--- src/rtl/spi_sram_pkg.sv ---
// Shared constants for the SPI SRAM responder: opcodes, FSM states, address modes.
package spi_sram_pkg;

  localparam logic [7:0] OP_READ    = 8'h03;
  localparam logic [7:0] OP_WRITE   = 8'h02;
  localparam logic [7:0] OP_RDSR    = 8'h05;
  localparam logic [7:0] OP_WRSR    = 8'h01;
  localparam logic [7:0] STATUS_RST = 8'h40;

  typedef enum logic [3:0] {
    ST_IDLE    = 4'd0,
    ST_CMD     = 4'd1,
    ST_ADDR_HI = 4'd2,
    ST_ADDR_LO = 4'd3,
    ST_READ    = 4'd4,
    ST_WRITE   = 4'd5,
    ST_RDSR    = 4'd6,
    ST_WRSR    = 4'd7,
    ST_IGNORE  = 4'd8
  } state_e;

  typedef enum logic [1:0] {
    MODE_BYTE = 2'b00,
    MODE_SEQ  = 2'b01,
    MODE_PAGE = 2'b10,
    MODE_RSVD = 2'b11
  } mode_e;

  // The reserved encoding behaves as sequential.
  function automatic mode_e decode_mode(input logic [1:0] bits);
    case (bits)
      2'b00:   decode_mode = MODE_BYTE;
      2'b10:   decode_mode = MODE_PAGE;
      default: decode_mode = MODE_SEQ;
    endcase
  endfunction

endpackage

--- src/rtl/spi_sram_sync.sv ---
// Synchronizes SCK/CS into clk50 and delays SI by the same depth; emits edge strobes.
module spi_sram_sync #(
  parameter int SYNC_STAGES = 2
) (
  input  logic clk_i,
  input  logic rst_n_i,
  input  logic sck_i,
  input  logic cs_i,
  input  logic si_i,
  output logic si_o,
  output logic sck_rise_o,
  output logic sck_fall_o,
  output logic cs_fall_o,
  output logic cs_rise_o
);

  logic [SYNC_STAGES-1:0] sck_q, sck_d, cs_q, cs_d, si_q, si_d;
  logic sck_prev_q, sck_prev_d, cs_prev_q, cs_prev_d;
  logic sck_s, cs_s;

  assign sck_s = sck_q[SYNC_STAGES-1];
  assign cs_s  = cs_q[SYNC_STAGES-1];

  always_comb begin
    sck_d      = {sck_q[SYNC_STAGES-2:0], sck_i};
    cs_d       = {cs_q[SYNC_STAGES-2:0], cs_i};
    si_d       = {si_q[SYNC_STAGES-2:0], si_i};
    sck_prev_d = sck_s;
    cs_prev_d  = cs_s;
  end

  // CS chain resets low, so a CS already low at reset release produces no fall strobe.
  always_ff @(posedge clk_i or negedge rst_n_i) begin
    if (!rst_n_i) begin
      sck_q      <= {SYNC_STAGES{1'b0}};
      cs_q       <= {SYNC_STAGES{1'b0}};
      si_q       <= {SYNC_STAGES{1'b0}};
      sck_prev_q <= 1'b0;
      cs_prev_q  <= 1'b0;
    end else begin
      sck_q      <= sck_d;
      cs_q       <= cs_d;
      si_q       <= si_d;
      sck_prev_q <= sck_prev_d;
      cs_prev_q  <= cs_prev_d;
    end
  end

  assign si_o       = si_q[SYNC_STAGES-1];
  assign sck_rise_o = sck_s & ~sck_prev_q;
  assign sck_fall_o = ~sck_s & sck_prev_q;
  assign cs_fall_o  = ~cs_s & cs_prev_q;
  assign cs_rise_o  = cs_s & ~cs_prev_q;

endmodule

--- src/rtl/spi_sram_responder.sv ---
// SPI mode-0 SRAM responder with a 2^ADDR_W byte array.
// Optional status register (RDSR/WRSR, byte/page/sequential modes) under SPI_SRAM_RESP_STATUS_EN.
module spi_sram_responder
  import spi_sram_pkg::*;
#(
  parameter int ADDR_W      = 8,
  parameter int SYNC_STAGES = 2
) (
  input  logic clk50_i,
  input  logic rst_n_i,
  input  logic mem_clk_i,
  input  logic mem_cs_i,
  input  logic mem_si_i,
  output logic mem_so_o,
  output logic mem_so_oe_o
);

  typedef logic [ADDR_W-1:0] addr_t;
  localparam int DEPTH = 2 ** ADDR_W;

  logic       si_s, sck_rise_s, sck_fall_s, cs_fall_s, cs_rise_s;
  state_e     state_q, state_d;
  logic [2:0] bit_cnt_q, bit_cnt_d;
  logic [7:0] shift_in_q, shift_in_d;
  logic [7:0] shift_out_q, shift_out_d;
  logic [7:0] addr_hi_q, addr_hi_d;
  addr_t      addr_q, addr_d;
  logic       is_write_q, is_write_d;
  logic       so_q, so_d, oe_q, oe_d;
  mode_e      mode_s;
  logic [7:0] status_s;
  logic [7:0] mem_q [DEPTH];
  logic       byte_done_s, mem_we_s;
  logic [7:0] byte_val_s;
  addr_t      addr_next_s, addr_load_s;

  spi_sram_sync #(.SYNC_STAGES(SYNC_STAGES)) u_sync (
    .clk_i      (clk50_i),
    .rst_n_i    (rst_n_i),
    .sck_i      (mem_clk_i),
    .cs_i       (mem_cs_i),
    .si_i       (mem_si_i),
    .si_o       (si_s),
    .sck_rise_o (sck_rise_s),
    .sck_fall_o (sck_fall_s),
    .cs_fall_o  (cs_fall_s),
    .cs_rise_o  (cs_rise_s)
  );

  function automatic addr_t advance(input addr_t a, input mode_e m);
    case (m)
      MODE_BYTE: advance = a;
      MODE_PAGE: advance = {a[ADDR_W-1:5], a[4:0] + 5'd1};
      default:   advance = a + addr_t'(1'b1);
    endcase
  endfunction

  assign byte_done_s = (state_q != ST_IDLE) && sck_rise_s && (bit_cnt_q == 3'd7);
  assign byte_val_s  = {shift_in_q[6:0], si_s};
  assign addr_next_s = advance(addr_q, mode_s);
  assign addr_load_s = addr_t'({addr_hi_q, byte_val_s});
  assign status_s    = {mode_s, 6'b000000};

`ifdef SPI_SRAM_RESP_STATUS_EN
  mode_e mode_q, mode_d;

  always_comb begin
    if (byte_done_s && (state_q == ST_WRSR)) mode_d = decode_mode(byte_val_s[7:6]);
    else                                     mode_d = mode_q;
  end

  always_ff @(posedge clk50_i or negedge rst_n_i) begin
    if (!rst_n_i) mode_q <= mode_e'(STATUS_RST[7:6]);
    else          mode_q <= mode_d;
  end

  assign mode_s = mode_q;
`else
  assign mode_s = MODE_SEQ;
`endif

  always_ff @(posedge clk50_i or negedge rst_n_i) begin
    if (!rst_n_i) state_q <= ST_IDLE;
    else          state_q <= state_d;
  end

  // A CS rise wins over any byte-driven transition; the completing byte is still
  // committed by the datapath in the same cycle.
  always_comb begin
    state_d = state_q;
    if (cs_rise_s && (state_q != ST_IDLE)) begin
      state_d = ST_IDLE;
    end else begin
      case (state_q)
        ST_IDLE: state_d = cs_fall_s ? ST_CMD : ST_IDLE;
        ST_CMD: begin
          if (byte_done_s) begin
            case (byte_val_s)
              OP_READ, OP_WRITE: state_d = ST_ADDR_HI;
`ifdef SPI_SRAM_RESP_STATUS_EN
              OP_RDSR:           state_d = ST_RDSR;
              OP_WRSR:           state_d = ST_WRSR;
`endif
              default:           state_d = ST_IGNORE;
            endcase
          end else begin
            state_d = ST_CMD;
          end
        end
        ST_ADDR_HI: state_d = byte_done_s ? ST_ADDR_LO : ST_ADDR_HI;
        ST_ADDR_LO: begin
          if (byte_done_s) state_d = is_write_q ? ST_WRITE : ST_READ;
          else             state_d = ST_ADDR_LO;
        end
        ST_READ, ST_WRITE: begin
          if (byte_done_s && (mode_s == MODE_BYTE)) state_d = ST_IGNORE;
          else                                      state_d = state_q;
        end
        ST_WRSR:   state_d = byte_done_s ? ST_IGNORE : ST_WRSR;
        ST_RDSR:   state_d = ST_RDSR;
        ST_IGNORE: state_d = ST_IGNORE;
        default:   state_d = ST_IDLE;
      endcase
    end
  end

  always_comb begin
    bit_cnt_d   = bit_cnt_q;
    shift_in_d  = shift_in_q;
    shift_out_d = shift_out_q;
    addr_hi_d   = addr_hi_q;
    addr_d      = addr_q;
    is_write_d  = is_write_q;
    mem_we_s    = 1'b0;
    if ((state_q == ST_IDLE) || (state_d == ST_IDLE)) begin
      bit_cnt_d  = 3'd0;
      shift_in_d = 8'h00;
    end else if (sck_rise_s) begin
      bit_cnt_d  = bit_cnt_q + 3'd1;
      shift_in_d = byte_val_s;
    end else begin
      bit_cnt_d  = bit_cnt_q;
    end
    // Next outgoing byte is loaded on the 8th rise so its MSB is ready for the next fall.
    if (byte_done_s) begin
      case (state_q)
        ST_CMD: begin
          is_write_d  = (byte_val_s == OP_WRITE);
          shift_out_d = status_s;
        end
        ST_ADDR_HI: addr_hi_d = byte_val_s;
        ST_ADDR_LO: begin
          addr_d      = addr_load_s;
          shift_out_d = mem_q[addr_load_s];
        end
        ST_READ: begin
          addr_d      = addr_next_s;
          shift_out_d = mem_q[addr_next_s];
        end
        ST_WRITE: begin
          mem_we_s = 1'b1;
          addr_d   = addr_next_s;
        end
        ST_RDSR: shift_out_d = status_s;
        default: shift_out_d = shift_out_q;
      endcase
    end else if (sck_fall_s && ((state_q == ST_READ) || (state_q == ST_RDSR))) begin
      shift_out_d = {shift_out_q[6:0], 1'b0};
    end else begin
      shift_out_d = shift_out_q;
    end
  end

  always_comb begin
    oe_d = (state_d == ST_READ) || (state_d == ST_RDSR);
    if (!oe_d)           so_d = 1'b0;
    else if (sck_fall_s) so_d = shift_out_q[7];
    else                 so_d = so_q;
  end

  always_ff @(posedge clk50_i or negedge rst_n_i) begin
    if (!rst_n_i) begin
      bit_cnt_q   <= 3'd0;
      shift_in_q  <= 8'h00;
      shift_out_q <= 8'h00;
      addr_hi_q   <= 8'h00;
      addr_q      <= '0;
      is_write_q  <= 1'b0;
      so_q        <= 1'b0;
      oe_q        <= 1'b0;
    end else begin
      bit_cnt_q   <= bit_cnt_d;
      shift_in_q  <= shift_in_d;
      shift_out_q <= shift_out_d;
      addr_hi_q   <= addr_hi_d;
      addr_q      <= addr_d;
      is_write_q  <= is_write_d;
      so_q        <= so_d;
      oe_q        <= oe_d;
    end
  end

  // Array contents survive reset.
  always_ff @(posedge clk50_i) begin
    if (mem_we_s) mem_q[addr_q] <= byte_val_s;
  end

  assign mem_so_o    = so_q;
  assign mem_so_oe_o = oe_q;

endmodule

--- config.mk ---
export PLATFORM = sky130hd
export DESIGN_NAME = spi_sram_responder
export DESIGN_NICKNAME = d
export VERILOG_FILES = /design/src/rtl/spi_sram_pkg.sv /design/src/rtl/spi_sram_sync.sv /design/src/rtl/spi_sram_responder.sv
export SDC_FILE = /design/constraint.sdc
export NUM_CORES = 2
export LEC_CHECK = 0
export ABC_CLOCK_PERIOD_IN_PS = 11200
export BUFFER_PORTS_ARGS = -buffer_cell sky130_fd_sc_hd__buf_2
export CORE_MARGIN = 5
export CORE_UTILIZATION = 55
export DETAILED_ROUTE_END_ITERATION = 10
export MAX_ROUTING_LAYER = met4
export PLACE_DENSITY = 0.7
export SYNTH_ARGS = -nofsm -noshare
export SYNTH_HDL_FRONTEND = slang
export SYNTH_HIERARCHICAL = 1
export SYNTH_SLANG_ARGS = --single-unit
--- constraint.sdc ---
create_clock -name clk50_i -period 11.2 [get_ports clk50_i]
set_input_delay 2.24 -clock clk50_i [delete_from_list [all_inputs] [get_ports clk50_i]]
set_output_delay 2.24 -clock clk50_i [all_outputs]
set_load 0.01 [all_outputs]
### Word level (Yosys, flattened, before mapping)

Memories as Yosys holds them, arrays and structs flattened.
Index checks and enable logic that the tools add are counted.

| word-level totals | value |
|---|---|
| bits in registers | 41 |
| bits in writable memories | 2048 |
| input bits | 5 |
| output and inout port bits | 2 |
| logic and storage cells | 81 |
| memories | 1 |

Memories:

| memory | depth | bits a word | read ports | clocked after memory_dff | write ports | RTL line | source |
|---|---|---|---|---|---|---|---|
| mem_q | 256 | 8 | 2 | 0 | 1 | spi_sram_responder.sv:32 | `logic [7:0] mem_q [DEPTH];` |

| operators by class | value |
|---|---|
| add/subtract/negate cells | 2 |
| equal/unequal tests | 15 |
| muxes and demuxes | 23 |
| bitwise logic cells | 8 |
| reductions and logical operators | 19 |

Operators with widths:

| cell | count |
|---|---|
| $pmux 4 s8 | 1 |
| $eq 4x3->1 const B | 6 |
| $pmux 8 s3 | 1 |
| $eq 8x2->1 const B | 2 |
| $mux 4 | 4 |
| $mux 8 | 2 |
| $pmux 8 s2 | 1 |
| $mux 7 | 2 |
| $mux 1 | 9 |
| $mux 3 | 3 |
| $add 8x1->8 const B | 1 |
| $eq 4x2->1 const B | 2 |
| $logic_not 4->1 | 2 |
| $reduce_and 2->1 | 3 |
| $reduce_bool 2->1 | 3 |
| $reduce_or 2->1 | 3 |
| $and 1x1->1 | 4 |
| $eq 4x1->1 const B | 1 |
| $eq 4x4->1 const B | 1 |
| $logic_and 1x1->1 | 4 |
| $ne 4x2->1 const B | 1 |
| $not 1->1 | 4 |
| $reduce_bool 4->1 | 1 |
| $add 3x1->3 const B | 1 |
| other kinds (3) | 5 |

### Longest topological paths before layout

| logic depth | value |
|---|---|
| word-level depth | 10 |
| depth in mapped cells | 18 |

### Hierarchy

Netlist, hierarchy kept.

Modules (own cells, without submodules):

| module | times used | cells an instance | area an instance (um2) | sequential area each (um2) |
|---|---|---|---|---|
| spi_sram_responder | 1 | 5325 | 98114.1 | 62324.8 |
| spi_sram_sync | 1 | 12 | 235.2 | 200.2 |

### Worst setup path before layout

Ideal clock, no wire load.

| timing | value |
|---|---|
| path kind | reg-to-reg |
| start point | reg shift_in_q[0] |
| end point | reg shift_out_q[2] |
| library setup time | 0.138 ns |
| data arrival time | 6.223 ns |
| path slack | 4.838 ns |
| stages on the path, launching flop included | 11 |
| path buffers | 3 |
| cell sequence | dfrtp_1 > buf_4 > buf_2 > buf_1 > mux4_2 > mux4_2 > mux2i_1 > a21oi_1 > nor4_1 > nor3_1 > or4_1 |

| on the way | value |
|---|---|
| cells in the longest elaborated chain, start to end | 3 |

Ends and longest elaborated chain:

| item | RTL line | source |
|---|---|---|
| from (decl) | spi_sram_responder.sv:24 | `logic [7:0] shift_in_q, shift_in_d;` |
| from (signal assigned) | spi_sram_responder.sv:193 | `shift_in_q <= shift_in_d;` |
| $mem_v2 256x8 | n/a |  |
| $pmux 8 s3 | spi_sram_responder.sv:146 | `case (state_q)` |
| $mux 8 | spi_sram_responder.sv:145 | `if (byte_done_s) begin` |
| to (signal assigned) | spi_sram_responder.sv:194 | `shift_out_q <= shift_out_d;` |
| to (decl) | spi_sram_responder.sv:25 | `logic [7:0] shift_out_q, shift_out_d;` |

No other way between the ends.
A chain may end at the register's enable or synchronous reset.

### Final worst setup path

| timing | value |
|---|---|
| start point | reg addr_q[0] |
| end point | reg shift_out_q[6] |

| on the way | value |
|---|---|
| cells in the longest elaborated chain, start to end | 4 |

Ends and longest elaborated chain:

| item | RTL line | source |
|---|---|---|
| from (decl) | spi_sram_responder.sv:27 | `addr_t addr_q, addr_d;` |
| from (signal assigned) | spi_sram_responder.sv:196 | `addr_q <= addr_d;` |
| $add 8x1->8 | spi_sram_responder.sv:54 | `default: advance = a + addr_t'(1'b1);` |
| $mem_v2 256x8 | n/a |  |
| $pmux 8 s3 | spi_sram_responder.sv:146 |  |
| $mux 8 | spi_sram_responder.sv:145 |  |

No other way between the ends.

==> summary.txt <==
Power
  • Combinational share of power: 3.0%
  • Sequential cell fraction of total power: 53.0%
  • Internal: 12.7 mW
  • Switching portion of total power: 21.0%
  • P per Cell Area: 149 mW/mm^2
  • Static leakage: 27.8 nW
  • Net switching component of the power: 3.38 mW
  • Clock power share: 44.0%
  • Max IR drop VDD: 147 uV

Synthesis
  • Net count after synthesis: 5348
  • Count of warnings emitted by yosys: 6
  • Average size of a mapped cell: 18.4 um^2
  • Number of synthesized flops with an enable pin: 2048
  • Top cells by count, synth: edfxtp_1 (2048), mux4_2 (1042), nand2_1 (464), nor2_1 (334), mux2i_1 (190)
  • Post-synthesis register bit count: 2089
  • Number of distinct standard cells referenced by the synthesized netlist: 72
  • Gate count of the mapped netlist: 5337
  • Share of synthesized flip-flops with an asynchronous set or reset: 1.96%
  • Share of Yosys cell area claimed by the top area cell type: 62.5%
  • Most instantiated library cell after synthesis: edfxtp_1
  • Leading area contributor after synthesis: edfxtp_1
  • Fraction of the yosys area taken by sequential cells: 63.6%
  • Cell types with the largest area share after synthesis: edfxtp_1 (63%), mux4_2 (24%), mux2i_1 (1.9%)
  • Netlist area before placement: 0.0983 mm^2
  • Main synth FF type: edfxtp_1

Drt
  • Final routed wire length divided by cell count: 39.5 um
  • Routed Wire Length: 309000 um
  • Routed Antenna Nets: 0
  • Drc violations: 0
  • Routed vias/inst: 7.48
  • Number of DRC markers after the initial detailed-route iteration: 9885
  • Total number of vias: 58500
  • TritonRoute pass-1 iters: 8

Timing
  • Slew headroom: -3.54%
  • Slew @ Worst Pin: 1.55 ns
  • FMAX: 0.166 GHz
  • Final hold violation count: 0
  • # setup viols final: 0
  • Worst clock skew on the final layout: 0.0437 ns
  • Count of final max-slew check failures: 9
  • Setup repair after global routing missed its margin: no
  • Share of the clock period used by the worst path: 53.8%
  • Sum of negative setup slack: 0 ns
  • Tmin final: 6.03 ns

Worst setup path
  • Kind of capture point of the worst setup path: flip-flop
  • Arrival time of data at the critical path endpoint: 6.76 ns
  • Cell-by-cell trace of the critical path: inv_2 > ha_4 > buf_12 > buf_4 > mux4_2 > nand2_1 > nand3_1 > a41o_1 > a2111oi_1 > a2111o_1 > o31ai_1
  • Worst Reg-to-Reg Cells: 11
  • Largest stage delay, worst path: 1.12 ns
  • Kind of launch point of the worst setup path: flip-flop
  • Critical path buffer and inverter count: 3
  • Crit path required time: 11.93 ns
  • Worst path slowest cell: a2111oi_1
  • Highest net fanout along the worst path: 64
  • Critical path capture point: shift_out_q[6]$_DFFE_PN0P_
  • Endpoint of the lowest-slack register-to-register path: shift_out_q[6]$_DFFE_PN0P_
  • Worst reg-to-reg setup slack: 5.17 ns
  • CP top delay family: compound AO/OA/AOI/OAI gates
  • Setup CP Type: flip-flop to flip-flop
  • Worst reg2reg path startpoint: addr_q[0]$_DFFE_PN0P_
  • Levels on crit path: 11
  • Timing startpoint of the critical path: addr_q[0]$_DFFE_PN0P_

Clocking
  • CTS tree: built
  • Resized Gates After CTS: 0
  • H-Tree Depth: 4
  • Clock Latency Late Sink: 0.87 ns
  • Hold-fix buffer count after cts: 0
  • Buffer depth of the longest clock path: 3
  • Total setup buffers inserted after CTS: 0
  • Number of clock sinks: 2089
  • Cts bufs inserted: 209
  • Root buffer cell: clkbuf_16
  • Reg clk slew, reported paths: 0.07 ns

Hold path
  • Worst min-delay path class: flip-flop to flip-flop
  • Worst Hold Launch: u_sync/cs_q[0]$_DFF_PN0_

Layout
  • P&R area growth vs syn: 9.58%
  • Fin nets: 5286
  • Multi-input logic area: 0.0339 mm^2
  • Final instance area: 0.108 mm^2
  • Layout filler cell count: 12500
  • Proportion of layout cells with a drive suffix above 1: 28.8%
  • Register area: 0.0626 mm^2

Job
  • Max-cap viol count: 1

Die
  • Row cnt: 155
  • Starting density of the core: 55.2%
  • Core region area: 0.178 mm^2
  • Top-level I/O count: 7
  • Die Span X: 433 um
  • Die area: 0.187 mm^2
  • Die height: 433 um

Global routing
  • Wire length of the first global-routing pass: 437000 um
  • Maximum number of pins on one net before global-route repair: 165
  • Total overflow reported by the global router: 0
  • Number of global-route vias before repair: 56900
  • Initial antenna violation count: 9
  • Total global routing track utilization: 34.2%

Place
  • Cell area reported after detailed placement: 0.101 mm^2
  • Number of input and output port buffers inserted: 6
  • Final HPWL DP: 199000 um
  • Routability congestion estimate: 1.02

Status
  • Run status: complete, but fails checks
  • Violated checks: max-capacitance violations, max-slew violations
stage by stage:
stage | util, % | std cells | setup slack, ns | power (mW) | hold slack (ns)
final | 60.5 | 7821 | 5.17 | 16.1 | 0.363
after global routing | 60.5 | 7812 | 4.95 | 16.5 | 0.380
after CTS | 60.4 | 7803 | 5.29 | 16.1 | 0.365
after detailed placement | 56.6 | 7418 | 5.30 | 9.17 | 0.342
after global placement | 56.6 | 7418 | 5.06 | 9.16 | 0.347
after floorplan | - | 5337 | 4.84 | 9.03 | 0.331
cell usage in the layout, fill, tap and decap left out, drive strengths merged, types with 33 or more instances in the layout:
cell    Yosys  routed
clkinv      1      97
and3       33      33
buf       274     151
a31oi      43      43
mux4     1049    1049
dfrtp      41      41
o21ai      59      59
nor2      334     334
nand2     464     464
a21oi      58      58
mux2i     190     190
clkbuf    151     253
a22oi      50      50
edfxtp   2048    2048
nand3     154     154
how the worst min path moves through the flow:
stage	to	cells past startpoint	slack [ns]
after global placement	u_sync/cs_q[1]$_DFF_PN0_	0	0.35
after floorplan	u_sync/cs_q[1]$_DFF_PN0_	0	0.33
after global routing	u_sync/cs_q[1]$_DFF_PN0_	0	0.38
after detailed placement	u_sync/cs_q[1]$_DFF_PN0_	0	0.34
final	u_sync/cs_q[1]$_DFF_PN0_	0	0.36
after CTS	u_sync/cs_q[1]$_DFF_PN0_	0	0.37
power groups by stage:
| stage | Sequential, mW | Combinational, mW | Clock [mW] |
|---|---|---|---|
| finish | 8.52 | 0.487 | 7.07 |
| global route | 8.52 | 0.504 | 7.43 |
| CTS | 8.52 | 0.479 | 7.08 |
| detailed placement | 8.69 | 0.478 | 0 |
| global placement | 8.69 | 0.473 | 0 |
| floorplan | 8.71 | 0.318 | 0 |
sequential cells by signal (all words and copies together), names as in the netlist:
register	flops
is_write_q	1
shift_in_q	7
u_sync/sck_prev_q	1
bit_cnt_q	3
state_q	4
mem_so_oe_o	1
u_sync/cs_q	2
u_sync/sck_q	2
mem_q	2048
shift_out_q	8
mem_so_o	1
u_sync/cs_prev_q	1
addr_q	8
u_sync/si_q	2
layer usage:
| metal | GRT usage, % | part of all wire (%) |
|---|---|---|
| met1 | 44.8 | 35 |
| met2 | 47.9 | 44 |
| met3 | 11.6 | 14 |
| met4 | 17.9 | 6.8 |
| met5 | - | 0 |
area by class of cell:
| cell class | instances | area share (%) |
|---|---|---|
| Antenna cell | 17 | 0.0395 |
| Clock buffer | 252 | 5.16 |
| Clock inverter | 133 | 1.17 |
| Inverter | 6 | 0.0209 |
| Multi-Input combinational cell | 2817 | 31.5 |
| Sequential cell | 2089 | 58.0 |
| Tap cell | 2355 | 2.73 |
| Timing Repair Buffer | 152 | 1.37 |
kinds of logic (layout without fill, tap and decap cells):
family / count (synthesis) / in the layout / synth area share [%]
AOI/OAI and AO/OA: 391 / 391 / 2.78
other: 0 / 17 / 0
DFF: 2089 / 2089 / 63.6
muxes: 1263 / 1263 / 26.3
adders and majority gates: 7 / 7 / 0.0865
xor gates and xnor gates: 11 / 11 / 0.0980
buffers and inverters: 431 / 543 / 2.13
and+or+nand+nor: 1145 / 1145 / 5.07
Note: power is estimated with default switching activity, not from simulation.
